<file path="config.mk">
export PLATFORM = sky130hd
export DESIGN_NAME = mem_access_ctrl
export DESIGN_NICKNAME = d
export VERILOG_FILES = /design/src/rtl/ppu_pkg.sv /design/src/rtl/mem_lane_align.sv /design/src/rtl/mem_access_ctrl.sv
export SDC_FILE = /design/constraint.sdc
export NUM_CORES = 1
export LEC_CHECK = 0
export BUFFER_PORTS_ARGS = -buffer_cell sky130_fd_sc_hd__buf_2
export CORE_ASPECT_RATIO = 1.75
export CORE_MARGIN = 1.5
export CORE_UTILIZATION = 51
export CTS_BUF_LIST = sky130_fd_sc_hd__clkbuf_16
export CTS_CLUSTER_SIZE = 30
export DETAILED_ROUTE_END_ITERATION = 7
export PLACE_DENSITY_LB_ADDON = 0.2
export SLEW_MARGIN = 10
export SYNTH_ARGS = -nofsm -noshare
export SYNTH_HDL_FRONTEND = slang
export SYNTH_SLANG_ARGS = --single-unit
</file>
<file path="constraint.sdc">
create_clock -name clk -period 2.4 [get_ports clk]
set_clock_uncertainty 0.05 [all_clocks]
set_input_delay 0.48 -clock clk [delete_from_list [all_inputs] [get_ports clk]]
set_output_delay 0.48 -clock clk [all_outputs]
set_load 0.005 [all_outputs]
</file>
<file path="src/rtl/ppu_pkg.sv">
// Shared definitions for the MEM-stage data-memory path: RAM_CTRL field layout,
// access size codes and controller state encoding.
package ppu_pkg;

  localparam int RC_E     = 0;
  localparam int RC_RW    = 1;
  localparam int RC_SZ_LO = 2;
  localparam int RC_SZ_HI = 3;

  typedef enum logic [1:0] {
    SZ_BYTE = 2'b00,
    SZ_HALF = 2'b01,
    SZ_WORD = 2'b10,
    SZ_RSVD = 2'b11
  } size_e;

  typedef enum logic [1:0] {
    ST_IDLE = 2'd0,
    ST_BUSY = 2'd1,
    ST_DONE = 2'd2
  } state_e;

endpackage

</file>
<file path="src/rtl/mem_lane_align.sv">
// Big-endian byte-lane steering: byte enables and replicated store data, zero-extended
// load extraction and the alignment check. Purely combinational.
module mem_lane_align
  import ppu_pkg::*;
(
  input  logic [1:0]  size,
  input  logic [1:0]  off,
  input  logic [31:0] rb,
  input  logic [31:0] rdata,
  output logic [3:0]  be,
  output logic [31:0] wdata,
  output logic [31:0] ldata,
  output logic        misalign
);

  always_comb begin
    be       = 4'b1111;
    wdata    = rb;
    ldata    = rdata;
    misalign = 1'b0;
    case (size_e'(size))
      SZ_BYTE: begin
        be    = 4'b1000 >> off;
        wdata = {4{rb[7:0]}};
        case (off)
          2'd0:    ldata = {24'b0, rdata[31:24]};
          2'd1:    ldata = {24'b0, rdata[23:16]};
          2'd2:    ldata = {24'b0, rdata[15:8]};
          default: ldata = {24'b0, rdata[7:0]};
        endcase
      end
      SZ_HALF: begin
        be       = off[1] ? 4'b0011 : 4'b1100;
        wdata    = {2{rb[15:0]}};
        ldata    = off[1] ? {16'b0, rdata[15:0]} : {16'b0, rdata[31:16]};
        misalign = off[0];
      end
      // reserved size code behaves as a word access
      default: begin
        be       = 4'b1111;
        wdata    = rb;
        ldata    = rdata;
        misalign = |off;
      end
    endcase
  end

endmodule

</file>
<file path="src/rtl/mem_access_ctrl.sv">
// MEM-stage controller: turns EX/MEM load/store fields into a req/ack data-memory
// transaction, stalls the pipeline while it is outstanding, and registers MEM/WB fields.
module mem_access_ctrl
  import ppu_pkg::*;
#(
  parameter int ADDR_W  = 9,
  parameter int TIMEOUT = 16
) (
  input  logic              clk,
  input  logic              Reset,
  input  logic [31:0]       MEM_RB_in,
  input  logic [31:0]       MEM_ALU_OUT_in,
  input  logic [4:0]        MEM_RD_in,
  input  logic [3:0]        MEM_RAM_CTRL_in,
  input  logic              MEM_L_in,
  input  logic              MEM_RF_LE_in,
  input  logic              DMEM_ACK,
  input  logic [31:0]       DMEM_RDATA,
  output logic              DMEM_REQ,
  output logic              DMEM_WE,
  output logic [ADDR_W-1:0] DMEM_ADDR,
  output logic [31:0]       DMEM_WDATA,
  output logic [3:0]        DMEM_BE,
  output logic              MEM_STALL,
  output logic [4:0]        WB_RD_out,
  output logic              WB_RF_LE_out,
  output logic [31:0]       WB_DATA_out,
  output logic              MISALIGN_out,
  output logic              BUS_ERR_out
);

  localparam int CNT_W = $clog2(TIMEOUT + 1);

  state_e           state, state_nx;
  logic [CNT_W-1:0] cnt;
  logic [31:0]      cap;
  logic             berr_seen;

  logic        acc, rw, mis, timeout_hit;
  logic [3:0]  be;
  logic [31:0] wdata, ldata;

  assign acc         = MEM_RAM_CTRL_in[RC_E];
  assign rw          = MEM_RAM_CTRL_in[RC_RW];
  assign timeout_hit = (cnt == CNT_W'(TIMEOUT - 1));

  // EX/MEM is frozen by the stall, so the live inputs stay valid for the whole access
  mem_lane_align u_align (
    .size     (MEM_RAM_CTRL_in[RC_SZ_HI:RC_SZ_LO]),
    .off      (MEM_ALU_OUT_in[1:0]),
    .rb       (MEM_RB_in),
    .rdata    (DMEM_RDATA),
    .be       (be),
    .wdata    (wdata),
    .ldata    (ldata),
    .misalign (mis)
  );

  always_ff @(posedge clk) begin
    if (Reset) state <= ST_IDLE;
    else       state <= state_nx;
  end

  always_comb begin
    state_nx  = state;
    MEM_STALL = 1'b0;
    case (state)
      ST_IDLE: if (acc && !mis) begin
        MEM_STALL = 1'b1;
        state_nx  = ST_BUSY;
      end
      ST_BUSY: begin
        MEM_STALL = 1'b1;
        if (DMEM_ACK || timeout_hit) state_nx = ST_DONE;
      end
      default: state_nx = ST_IDLE;
    endcase
  end

  always_ff @(posedge clk) begin
    if (Reset) begin
      DMEM_REQ     <= 1'b0;
      DMEM_WE      <= 1'b0;
      DMEM_ADDR    <= '0;
      DMEM_WDATA   <= '0;
      DMEM_BE      <= '0;
      WB_RD_out    <= '0;
      WB_RF_LE_out <= 1'b0;
      WB_DATA_out  <= '0;
      MISALIGN_out <= 1'b0;
      BUS_ERR_out  <= 1'b0;
      cnt          <= '0;
      cap          <= '0;
      berr_seen    <= 1'b0;
    end else begin
      MISALIGN_out <= 1'b0;
      BUS_ERR_out  <= 1'b0;
      case (state)
        ST_IDLE: begin
          if (!acc) begin
            WB_DATA_out  <= MEM_ALU_OUT_in;
            WB_RD_out    <= MEM_RD_in;
            WB_RF_LE_out <= MEM_RF_LE_in;
          end else if (mis) begin
            MISALIGN_out <= 1'b1;
            WB_RD_out    <= MEM_RD_in;
            WB_RF_LE_out <= 1'b0;
          end else begin
            DMEM_REQ   <= 1'b1;
            DMEM_WE    <= rw;
            DMEM_ADDR  <= {MEM_ALU_OUT_in[ADDR_W-1:2], 2'b00};
            DMEM_WDATA <= wdata;
            DMEM_BE    <= be;
            cnt        <= '0;
            berr_seen  <= 1'b0;
          end
        end
        ST_BUSY: begin
          cnt <= cnt + CNT_W'(1);
          // ACK takes priority over a timeout landing in the same cycle
          if (DMEM_ACK) begin
            DMEM_REQ <= 1'b0;
            DMEM_WE  <= 1'b0;
            cap      <= ldata;
          end else if (timeout_hit) begin
            DMEM_REQ     <= 1'b0;
            BUS_ERR_out  <= 1'b1;
            WB_RF_LE_out <= 1'b0;
            berr_seen    <= 1'b1;
          end
        end
        ST_DONE: begin
          WB_DATA_out  <= MEM_L_in ? cap : MEM_ALU_OUT_in;
          WB_RD_out    <= MEM_RD_in;
          WB_RF_LE_out <= MEM_RF_LE_in & ~berr_seen;
        end
        default: ;
      endcase
    end
  end

endmodule

</file>
==> impl_metrics.toml <==
[floorplan]
die_w_um = 83.8
dieArea_sq_um = 12100
fp-row-count = 51
core-area_sq_um = 11100
chipHeight_um = 144
ios = 198
initial_utilization = 0.524

[clocking]
clock-root-buffer = "clkbuf_16"
cts_sinks = 125
cts_setup_buffers = 0
clk_pin_slew_ps = 60
cts_tree = "built"
cts_buffer_depth = 2
htreeDepth = 4
ctsHoldBuffers = 0
cts_made_buffers = 17
post_cts_resized = 0
clock_latency_ps = 410

[synthesis]
syn_inst = 721
yosys-top-cells-count = "dfxtp_1, nand2_1, nor2_1"
synth_top_area_frac = 0.430
synth_sequential_area_ratio = 0.430
synth_edf_count = 0
netlist_area_sq_um = 5820
yosysMostFrequentCell = "dfxtp_1"
synth_area_leaders = "dfxtp_1, nand2_1, a311oi_1"
ys_warn_count = 0
avgSynthCellArea_sq_um = 8.07
ys.flop_type = "dfxtp_1"
synth.distinct_cells = 48
ys_ff_latch = 125
synth_top_area_cell = "dfxtp_1"
synth-async-reset-ratio = 0

[timing]
final-hold-violation-count = 0
finalMaxSlewViolations = 0
holdWs_ps = 256
setup_slack_ps = 331
fin_tns_setup_ps = 0
slew_headroom = 0.592
min_period_ps = 2070
rsz0062_at_grt = "no"
tightest_slew_ps = 608
setup_viol = 0
clock.fmax_mhz = 483
period_share = 0.862

[global_route]
overflow = 0
grt_pass1_vias = 5606
antenna_found_initial = 0
grt_use_total = 0.276
grt_pass1_wl_mm = 26.7
grt_max_degree = 107

[drt]
vias = 5834
avgViaCountPerCell = 5.68
drc = 0
wl_per_cell_um = 16.4
dr.first_iter.drc_count = 241
dr.pass1.iters = 5
postRouteAntennaNets = 0
wirelength_mm = 16.9

[setup_path]
worst-path-max-fanout = 4
cp-start-kind = "flip-flop"
crit_arrival_ps = 1540
required_ps = 1870
crit_path_end_kind = "primary output"
crit_type = "reg2out"

[place]
port-buffer-count = 195
placedCellCount = 996
place.gp.congestion = 0.914
dpl.hpwl_mm = 12.2
placed_cell_area_sq_um = 6810
post-place-ws_ps = 401

[hold_path]
min_path_type = "in2reg"

[layout]
final_util = 0.664
syn2layout_area_growth_pct = 26.6
drive_above_1_share = 0.279
diodes = 0
final_area_sq_um = 7370
nets = 999
fin_cells = 1028

[power_and_ir_drop]
powerDensity_nw_per_um2 = 804
p_leak_nw = 3.28
peakVddDrop_mv = 0.541
total_power_mw = 5.93

[status]
status = "finished, final reports clean"

[run]
drv_cap = 0
## worst max-delay path: stages, from the launching register on
cell	delay, ps
dfxtp_1	380
inv_1	80
ha_1	210
and2_4	150
nand3_1	120
nand2b_1	70
buf_2	120
## kinds of logic (layout without fill, tap and decap cells)
logic type | count (synthesis) | in the layout | synth area share
multiplexers | 31 | 31 | 0.0535
other | 1 | 2 | 0.000644
buffers and inverters | 87 | 261 | 0.0686
AO/OA/AOI/OAI | 183 | 183 | 0.219
AND/OR/NAND/NOR | 288 | 288 | 0.215
flip-flops | 125 | 125 | 0.430
adder cells (fa/ha/maj) | 6 | 6 | 0.0129
## state kept, by name (all words and copies together) (netlist names)
signal / cells
cap: 32
DMEM_BE: 4
DMEM_WE: 1
DMEM_WDATA: 32
MISALIGN_out: 1
WB_RF_LE_out: 1
berr_seen: 1
cnt: 5
WB_DATA_out: 32
state: 2
BUS_ERR_out: 1
DMEM_ADDR: 7
WB_RD_out: 5
DMEM_REQ: 1
## worst paths after layout
| path | from | endpoint | slack, ps | cells past startpoint |
|---|---|---|---|---|
| max | state[0] | MEM_STALL | 330 | 6 |
| min | MEM_RD_in[3] | WB_RD_out[3] | 260 | 3 |
| max reg2reg | state[1] | cap[14] | 480 | 6 |
| min reg2reg | DMEM_WDATA[4] | DMEM_WDATA[4] | 400 | 2 |
## per-layer routing
metal  up-vias  wire (um)  track usage
li1       2879          -            -
met1      2696       6400        0.299
met2       231       8940        0.508
met3        28       1090       0.0634
met4         0        431        0.127
met5         -          0            0
## power by group
group	internal [mW]	total, mW	switching, mW
Clock	1.43	2.41	0.979
Sequential	2.27	2.38	0.102
Combinational	0.482	1.14	0.654
Total	4.19	5.93	1.73
## cell usage in the layout, fill, tap and decap left out, types with 18 or more instances in the layout
cell type  synthesis  routed
dfxtp_1          125     125
nand3_1           51      51
nor2_1            81      81
buf_2             19     194
o21ai_0           37      37
a311oi_1          40      40
a21oi_1           45      45
mux2i_1           30      30
nand2_1          115     115
inv_1             18      18
## layout make-up
class,count,area [sq um]
repair buffers,211,1150
fillers,1015,3730
flip-flops and latches,125,2500
well taps,132,165
clock inverters,15,136
clock buffers,17,425
multi-input cells,510,2920
inverters,18,67.6
(Power assumes the default switching activity.)
